[src/rtl/alu_arbiter.sv]
// alu_arbiter: two-requester round-robin front end for the shared 32-bit ALU.
// Grants one operation at a time, runs it through the ALU from registered
// operands, returns the registered result/status to the owner and keeps the
// architected NZCV flag register.
//
// Handshake rule (both request and response sides): a transfer happens in a
// cycle where valid and ready are both 1 at the rising clock edge. Valid may
// be withdrawn before ready without effect. Ready never depends on the value
// of the transferred payload.
module alu_arbiter #(
    parameter int WIDTH = 32
) (
    input  logic             clk_i,
    input  logic             rst_ni,
    input  logic [1:0]       req_valid_i,
    output logic [1:0]       req_ready_o,
    input  logic [WIDTH-1:0] req0_a_i,
    input  logic [WIDTH-1:0] req1_a_i,
    input  logic [WIDTH-1:0] req0_b_i,
    input  logic [WIDTH-1:0] req1_b_i,
    input  logic [1:0]       req0_op_i,
    input  logic [1:0]       req1_op_i,
    input  logic             req0_signed_i,
    input  logic             req1_signed_i,
    input  logic             req0_setflags_i,
    input  logic             req1_setflags_i,
    output logic [1:0]       rsp_valid_o,
    input  logic [1:0]       rsp_ready_i,
    output logic [WIDTH-1:0] rsp_data_o,
    output logic [3:0]       rsp_status_o,
    output logic [3:0]       flags_o,
    output logic [WIDTH-1:0] alu_data1_o,
    output logic [WIDTH-1:0] alu_data2_o,
    output logic [1:0]       alu_opcode_o,
    output logic             alu_signed_o,
    output logic             alu_set_status_o,
    input  logic [WIDTH-1:0] alu_data_i,
    input  logic [3:0]       alu_status_i,
    output logic [1:0]       dbg_state_o
);

    localparam logic [1:0] OP_CMP = 2'd2;

    typedef enum logic [1:0] {
        IDLE = 2'd0,
        EXEC = 2'd1,
        RESP = 2'd2
    } state_t;

    state_t           state_q;
    state_t           state_d;

    logic             prio_q;
    logic             owner_q;
    logic [WIDTH-1:0] a_q;
    logic [WIDTH-1:0] b_q;
    logic [1:0]       op_q;
    logic             signed_q;
    logic             setflags_q;
    logic [WIDTH-1:0] rsp_data_q;
    logic [3:0]       rsp_status_q;
    logic [3:0]       flags_q;

    logic             winner;
    logic             grant;
    logic             set_status;
    logic             rsp_fire;

    // Pick the winner: a lone requester wins, a tie goes to prio.
    always_comb begin
        winner = prio_q;
        if (req_valid_i == 2'b01) begin
            winner = 1'b0;
        end else if (req_valid_i == 2'b10) begin
            winner = 1'b1;
        end
    end

    assign grant      = (state_q == IDLE) && (req_valid_i != 2'b00);
    assign set_status = (state_q == EXEC) && (setflags_q || (op_q == OP_CMP));
    assign rsp_fire   = (state_q == RESP) && rsp_ready_i[owner_q];

    // State register.
    always_ff @(posedge clk_i or negedge rst_ni) begin
        if (!rst_ni) begin
            state_q <= IDLE;
        end else begin
            state_q <= state_d;
        end
    end

    // Next-state and handshake outputs.
    always_comb begin
        state_d     = state_q;
        req_ready_o = 2'b00;
        rsp_valid_o = 2'b00;
        case (state_q)
            IDLE: begin
                if (grant) begin
                    req_ready_o = winner ? 2'b10 : 2'b01;
                    state_d     = EXEC;
                end
            end
            EXEC: begin
                state_d = RESP;
            end
            RESP: begin
                rsp_valid_o = owner_q ? 2'b10 : 2'b01;
                if (rsp_fire) begin
                    state_d = IDLE;
                end
            end
            default: begin
                state_d = IDLE;
            end
        endcase
    end

    // Operand capture on grant, result and flag capture in EXEC.
    always_ff @(posedge clk_i or negedge rst_ni) begin
        if (!rst_ni) begin
            prio_q       <= 1'b0;
            owner_q      <= 1'b0;
            a_q          <= '0;
            b_q          <= '0;
            op_q         <= 2'd0;
            signed_q     <= 1'b0;
            setflags_q   <= 1'b0;
            rsp_data_q   <= '0;
            rsp_status_q <= 4'd0;
            flags_q      <= 4'd0;
        end else begin
            if (grant) begin
                owner_q <= winner;
                prio_q  <= ~winner;
                if (winner) begin
                    a_q        <= req1_a_i;
                    b_q        <= req1_b_i;
                    op_q       <= req1_op_i;
                    signed_q   <= req1_signed_i;
                    setflags_q <= req1_setflags_i;
                end else begin
                    a_q        <= req0_a_i;
                    b_q        <= req0_b_i;
                    op_q       <= req0_op_i;
                    signed_q   <= req0_signed_i;
                    setflags_q <= req0_setflags_i;
                end
            end
            if (state_q == EXEC) begin
                rsp_data_q   <= alu_data_i;
                rsp_status_q <= alu_status_i;
                if (set_status) begin
                    flags_q <= alu_status_i;
                end
            end
        end
    end

    assign rsp_data_o       = rsp_data_q;
    assign rsp_status_o     = rsp_status_q;
    assign flags_o          = flags_q;
    assign alu_data1_o      = a_q;
    assign alu_data2_o      = b_q;
    assign alu_opcode_o     = op_q;
    assign alu_signed_o     = signed_q;
    assign alu_set_status_o = set_status;
    assign dbg_state_o      = state_q;

endmodule

[config.mk]
export PLATFORM = sky130hd
export DESIGN_NAME = alu_arbiter
export DESIGN_NICKNAME = d
export VERILOG_FILES = /design/src/rtl/alu_arbiter.sv
export SDC_FILE = /design/constraint.sdc
export NUM_CORES = 1
export LEC_CHECK = 0
export BUFFER_PORTS_ARGS = -buffer_cell sky130_fd_sc_hd__buf_2
export CAP_MARGIN = 5
export CORE_UTILIZATION = 39
export CTS_CLUSTER_DIAMETER = 40
export DETAILED_ROUTE_END_ITERATION = 6
export PLACE_DENSITY = 0.87
export SLEW_MARGIN = 15
export SYNTH_ARGS = -nofsm -noshare
export SYNTH_HDL_FRONTEND = slang
export SYNTH_SLANG_ARGS = --single-unit
[constraint.sdc]
create_clock -name clk_i -period 1.4 [get_ports clk_i]
set_input_delay 0.21 -clock clk_i [delete_from_list [all_inputs] [get_ports clk_i]]
set_output_delay 0.21 -clock clk_i [all_outputs]
set_load 0.01 [all_outputs]
; Word level (Yosys, flattened, before mapping)
; Index checks and enable logic that the tools add are counted.
[totals]
wordCells = 45
out_inout_bits = 114
inputBits = 178
reg_bits = 112
[classes]
n_lt_le_gt_ge = 1
bitwise_logic = 1
n_eq_ne = 7
mux = 17
n_reduce_logical = 8
[ops]
columns = op, count
row1 = 32-bit two-way mux, 2
row2 = 2-bit two-way mux, 8
row3 = 2-bit equality test (second input constant), 3
row4 = 1-bit two-way mux, 6
row5 = 2-bit case mux with 3 select lines, 1
row6 = 2-bit by 1-bit equality test with 1-bit output (second input constant), 2
row7 = 2-bit != test (second input constant), 2
row8 = 2-bit AND reduction, 2
row9 = 1-bit logical AND, 3
row10 = 2-bit logical NOT, 1
row11 = 1-bit by 2-bit less-than comparator with 1-bit output (second input constant), 1
row12 = 2-bit nonzero test, 1
row13 = 1-bit logical OR, 1
row14 = 1-bit NOT, 1

; Logic depth before layout (Yosys ltp)
[logic_depth]
depth_word = 6
depth_mapped = 5
mapped_depth_nobuf = 3

; Least setup slack after synthesis
; No wires, ideal clock.
[synth_path]
kind = register -> register
start = register state_q[1], in the netlist dbg_state_o[1]
end = register a_q[10], in the netlist alu_data1_o[10]
setup_time_ns = 0.126
path_slack_ns = -0.073
stages_incl_launch_ff = 6
arrival_ns = 1.347
period_less_slack_ns = 1.473
t_required_ns = 1.274
path_buffers = 2
cell_sequence = dfrtp_1 or2_1 buf_6 buf_8 o21a_1 a221o_1
[synth_via]
elab_chain_len = 2
[synth_rtl]
columns = element, line
row1 = "start, declared", 50  ; state_t state_q;
row2 = "start signal, assigned", 88  ; state_q <= state_d;
row3 = 2-bit logical NOT, 79  ; assign grant = (state_q == IDLE) && (req_valid_i != 2'b00);
row4 = 1-bit logical AND, 79
row5 = "end signal, assigned", 137  ; a_q <= req1_a_i;
row6 = "end signal, assigned", 143  ; a_q <= req0_a_i;
row7 = "end, declared", 55  ; logic [WIDTH-1:0] a_q;
; Every way passes these cells.
; A chain may end at the register's enable or synchronous reset.

; Final worst setup path
[layout_path]
start = register state_q[0], in the netlist dbg_state_o[0]
end = register b_q[14], in the netlist alu_data2_o[14]
[layout_via]
elab_chain_len = 2
[layout_rtl]
columns = element, line
row1 = 2-bit logical NOT, 79
row2 = 1-bit logical AND, 79
row3 = "end signal, assigned", 138  ; b_q <= req1_b_i;
row4 = "end signal, assigned", 144  ; b_q <= req0_b_i;
row5 = "end, declared", 56  ; logic [WIDTH-1:0] b_q;
; Every way passes these cells.

==> out/metrics.cfg <==
[worst_setup_path]
worstPathCellList = buf_6 > or2_4 > clkbuf_16 > o21a_1 > a221o_1
critPathLaunchType = flip-flop
slowest_delay_ns = 0.40
cp-end-kind = flip-flop
required_ns = 1.63
crit_buf_inv = 2
crit_slowest_cell = sky130_fd_sc_hd__dfrtp_1
critical-path-top-delay-family = compound AO/OA/AOI/OAI gates
crit_fanout = 12
arrival_worst_endpoint_ns = 1.84
timing.setup.critical_path_class = flip-flop to flip-flop

[placed_design]
dpl.hpwl_um = 10100
place_area_um2 = 6470
port_buffers = 291
gp_congestion = 0.802

[floorplanning]
fp.dieW_um = 113
row_count = 40
die-area_um2 = 12800
placeable_core_region_um2 = 12100
die_h_um = 113
initial_core_util_pct = 40.0
floorplan.io_pins = 292

[synthesis]
async_reset_ff_share_pct = 100
synth_cell_types = 20
synth.largest_area_cell = sky130_fd_sc_hd__dfrtp_1
ys.warnings.count = 0
synth.yosys.seq_area_share_pct = 58.1
syn_area_per_cell_um2 = 14.0
synth_ff_type = sky130_fd_sc_hd__dfrtp_1
yosys_register_bits = 112
synth_top_area_share_pct = 58.1
syn-cell-area_um2 = 4830
syn_inst = 344
synth_common_cells = 112 x sky130_fd_sc_hd__dfrtp_1, 68 x sky130_fd_sc_hd__a221o_1, 68 x sky130_fd_sc_hd__o21a_1
synthMostInstantiatedCell = sky130_fd_sc_hd__dfrtp_1
synth.area.top_cells = sky130_fd_sc_hd__dfrtp_1 58%, sky130_fd_sc_hd__a221o_1 14%, sky130_fd_sc_hd__o21a_1 11%, sky130_fd_sc_hd__mux2_2 9.6%, sky130_fd_sc_hd__buf_8 2.2%
postSynthNetCount = 522
count_of_flip_flops_with_a_built_in_enable_after_synthesis = 0

[timing]
rsz_0062_raised_after_global_routing = yes
timing.fmax_mhz = 620
timing.slew.headroom_pct = 78.0
tightestPinTransition_ns = 0.331
hold_slack_ns = 0.0850
finalCritPeriodShare_pct = 115
final-hold-violation-count = 0
min_tclk_post_route_ns = 1.61
setup_viol = 113
setup-tns-final_ns = -16.91
post_layout_worst_setup_margin_ns = -0.213
final-max-slew-violation-count = 0
worst_clock_skew_ns = 0.00422

[grt]
global_route_overflow = 0
wire_length_of_the_first_global_routing_pass_um = 22400
grt_antenna_before_repair = 0
grtUsageTotal_pct = 22.5
grt_max_degree = 62
number_of_global_route_vias_before_repair = 4600

[power_and_ir_drop]
power_per_cell_area_nw_per_um2 = 2450
p_leak_nw = 3.75
power_frac_seq_pct = 32.2
pwr-share-comb_pct = 54.5
p_int_mw = 11.7
power_mw = 18.1
net-switching-power_mw = 6.39
switching_share_pct = 35.3
worst_supply_voltage_drop_on_vdd_mv = 1.06
clkPwrFrac_pct = 13.4

[clock_tree]
clkLatencyLatePin_ns = 0.35
cts_max_path_buffers = 2
ctsRootBufferMaster = sky130_fd_sc_hd__clkbuf_16
cts_tree = yes
cts_buffers = 9
clkTransAtPathRegs_ns = 0.07
cts_max_level = 3
tritoncts_num_sinks = 112

[routing]
drcViolationCount = 0
wire_per_inst_um = 19.7
vias = 4448
wl_um = 16200
drt_first_iter_violations = 259
antenna_violating_nets_post_route = 0
drt-pass1-iter-count = 4
route.detailed.vias_per_inst = 5.40

[run_status]
violations = setup timing
run_status = finished, violations left

[layout]
share_of_cells_above_drive_strength_1_pct = 60.0
flow.area_growth_from_synthesis_pct = 53.4
final_core_util_pct = 61.4
final_area_um2 = 7400
fin_nets = 829
diodes = 0

[flow_run]
maxCapViolCount = 0

[worst_hold_path]
timing.hold.worst.class = primary input to flip-flop

-- cell families (layout without fill, tap and decap cells) --
group	count (synthesis)	after routing	share of synthesized area (%)
AO/OA/AOI/OAI	140	140	25.2
flip-flops	112	112	58.1
multiplexers	41	41	9.56
buffers and inverters	37	347	5.60
AND/OR/NAND/NOR	14	15	1.58
-- cell type report --
type                       count  area, um^2
sequential                   112        2800
tap                          168         210
fill                         927        4660
clock buffer                  13         260
inverter                       2        7.51
timing repair buffer         330        2180
multi-input combinational    196        1930
clock inverter                 2        15.0
-- layout by cell type, fill, tap and decap left out, types with 2 or more instances in the layout --
cell and n:
sky130_fd_sc_hd__buf_6 10, sky130_fd_sc_hd__and3_4 2, sky130_fd_sc_hd__buf_16 5, sky130_fd_sc_hd__clkbuf_16 17, sky130_fd_sc_hd__a221o_1 68, sky130_fd_sc_hd__or2_4 2
sky130_fd_sc_hd__clkbuf_1 2, sky130_fd_sc_hd__buf_4 6, sky130_fd_sc_hd__mux2_2 5, sky130_fd_sc_hd__buf_12 11, sky130_fd_sc_hd__dfrtp_1 112, sky130_fd_sc_hd__clkinvlp_4 2
sky130_fd_sc_hd__clkbuf_8 2, sky130_fd_sc_hd__nor2_2 2, sky130_fd_sc_hd__o21bai_1 2, sky130_fd_sc_hd__buf_2 288, sky130_fd_sc_hd__nand2b_1 2, sky130_fd_sc_hd__o21a_1 68
sky130_fd_sc_hd__nor2_1 2, sky130_fd_sc_hd__mux2_4 36
-- per-stage QoR --
| stage | cells | worst slack (ns) |
|---|---|---|
| CTS | 810 | -0.230 |
| finish | 823 | -0.213 |
| global route | 823 | -0.257 |
| floorplan | 344 | -0.0727 |
| global placement | 783 | -0.0817 |
| detailed placement | 783 | -0.134 |
-- sequential cells by signal (all words and copies together), names as in the netlist --
register and count:
alu_data1_o 32, alu_data2_o 32, rsp_data_o 32, flags_o 4
rsp_status_o 4, alu_opcode_o 2, dbg_state_o 2, alu_signed_o 1
owner_q 1, prio_q 1, setflags_q 1
-- path summary, 6_finish.rpt --
check,depth (start not counted),to,slack (ns),startpoint
worst max-delay path,5,alu_data2_o[14],-0.21,dbg_state_o[0]
worst min-delay path,2,alu_data1_o[0],0.08,req0_a_i[0]
worst max register to register,5,alu_data2_o[14],-0.21,dbg_state_o[0]
worst min register to register,1,rsp_data_o[28],0.51,rsp_data_o[28]
max in group asynchronous,3,alu_data2_o[7],0.69,rst_ni
min in group asynchronous,3,alu_data1_o[29],0.40,rst_ni
-- worst register-to-register path: stages, from the launching register on --
cell                        delay (ns)
sky130_fd_sc_hd__dfrtp_1          0.40
sky130_fd_sc_hd__buf_6            0.13
sky130_fd_sc_hd__or2_4            0.31
sky130_fd_sc_hd__clkbuf_16        0.20
sky130_fd_sc_hd__o21a_1           0.19
sky130_fd_sc_hd__a221o_1          0.27
-- power groups by stage --
| stage | registers [mW] | logic (mW) | clock network [mW] |
|---|---|---|---|
| after floorplan | 6.45 | 4.13 | 0 |
| after global placement | 5.68 | 7.17 | 0 |
| after detailed placement | 5.77 | 7.51 | 0 |
| after CTS | 5.75 | 8.36 | 2.46 |
| after global routing | 6.00 | 10.5 | 2.60 |
| final | 5.83 | 9.88 | 2.42 |
-- routing by layer --
| metal | up-vias | GRT usage, % | part of all wire (%) |
|---|---|---|---|
| li1 | 1958 | - | - |
| met1 | 2225 | 24.6 | 37 |
| met2 | 230 | 41.5 | 53 |
| met3 | 35 | 5.41 | 6.9 |
| met4 | 0 | 9.74 | 2.7 |
| met5 | - | 0 | 0 |
-- repair_timing --
item | in CTS | in global routing
hold buffers | 1 | 0
endpoints found under the hold margin | 112 | 0
cloned | 5 | 11
setup buffers | 6 | 4
endpoints found under the setup margin | 113 | 114
resized for setup | 16 | 51
pin swaps | 7 | 28
Note: power is estimated with default switching activity, not from simulation.
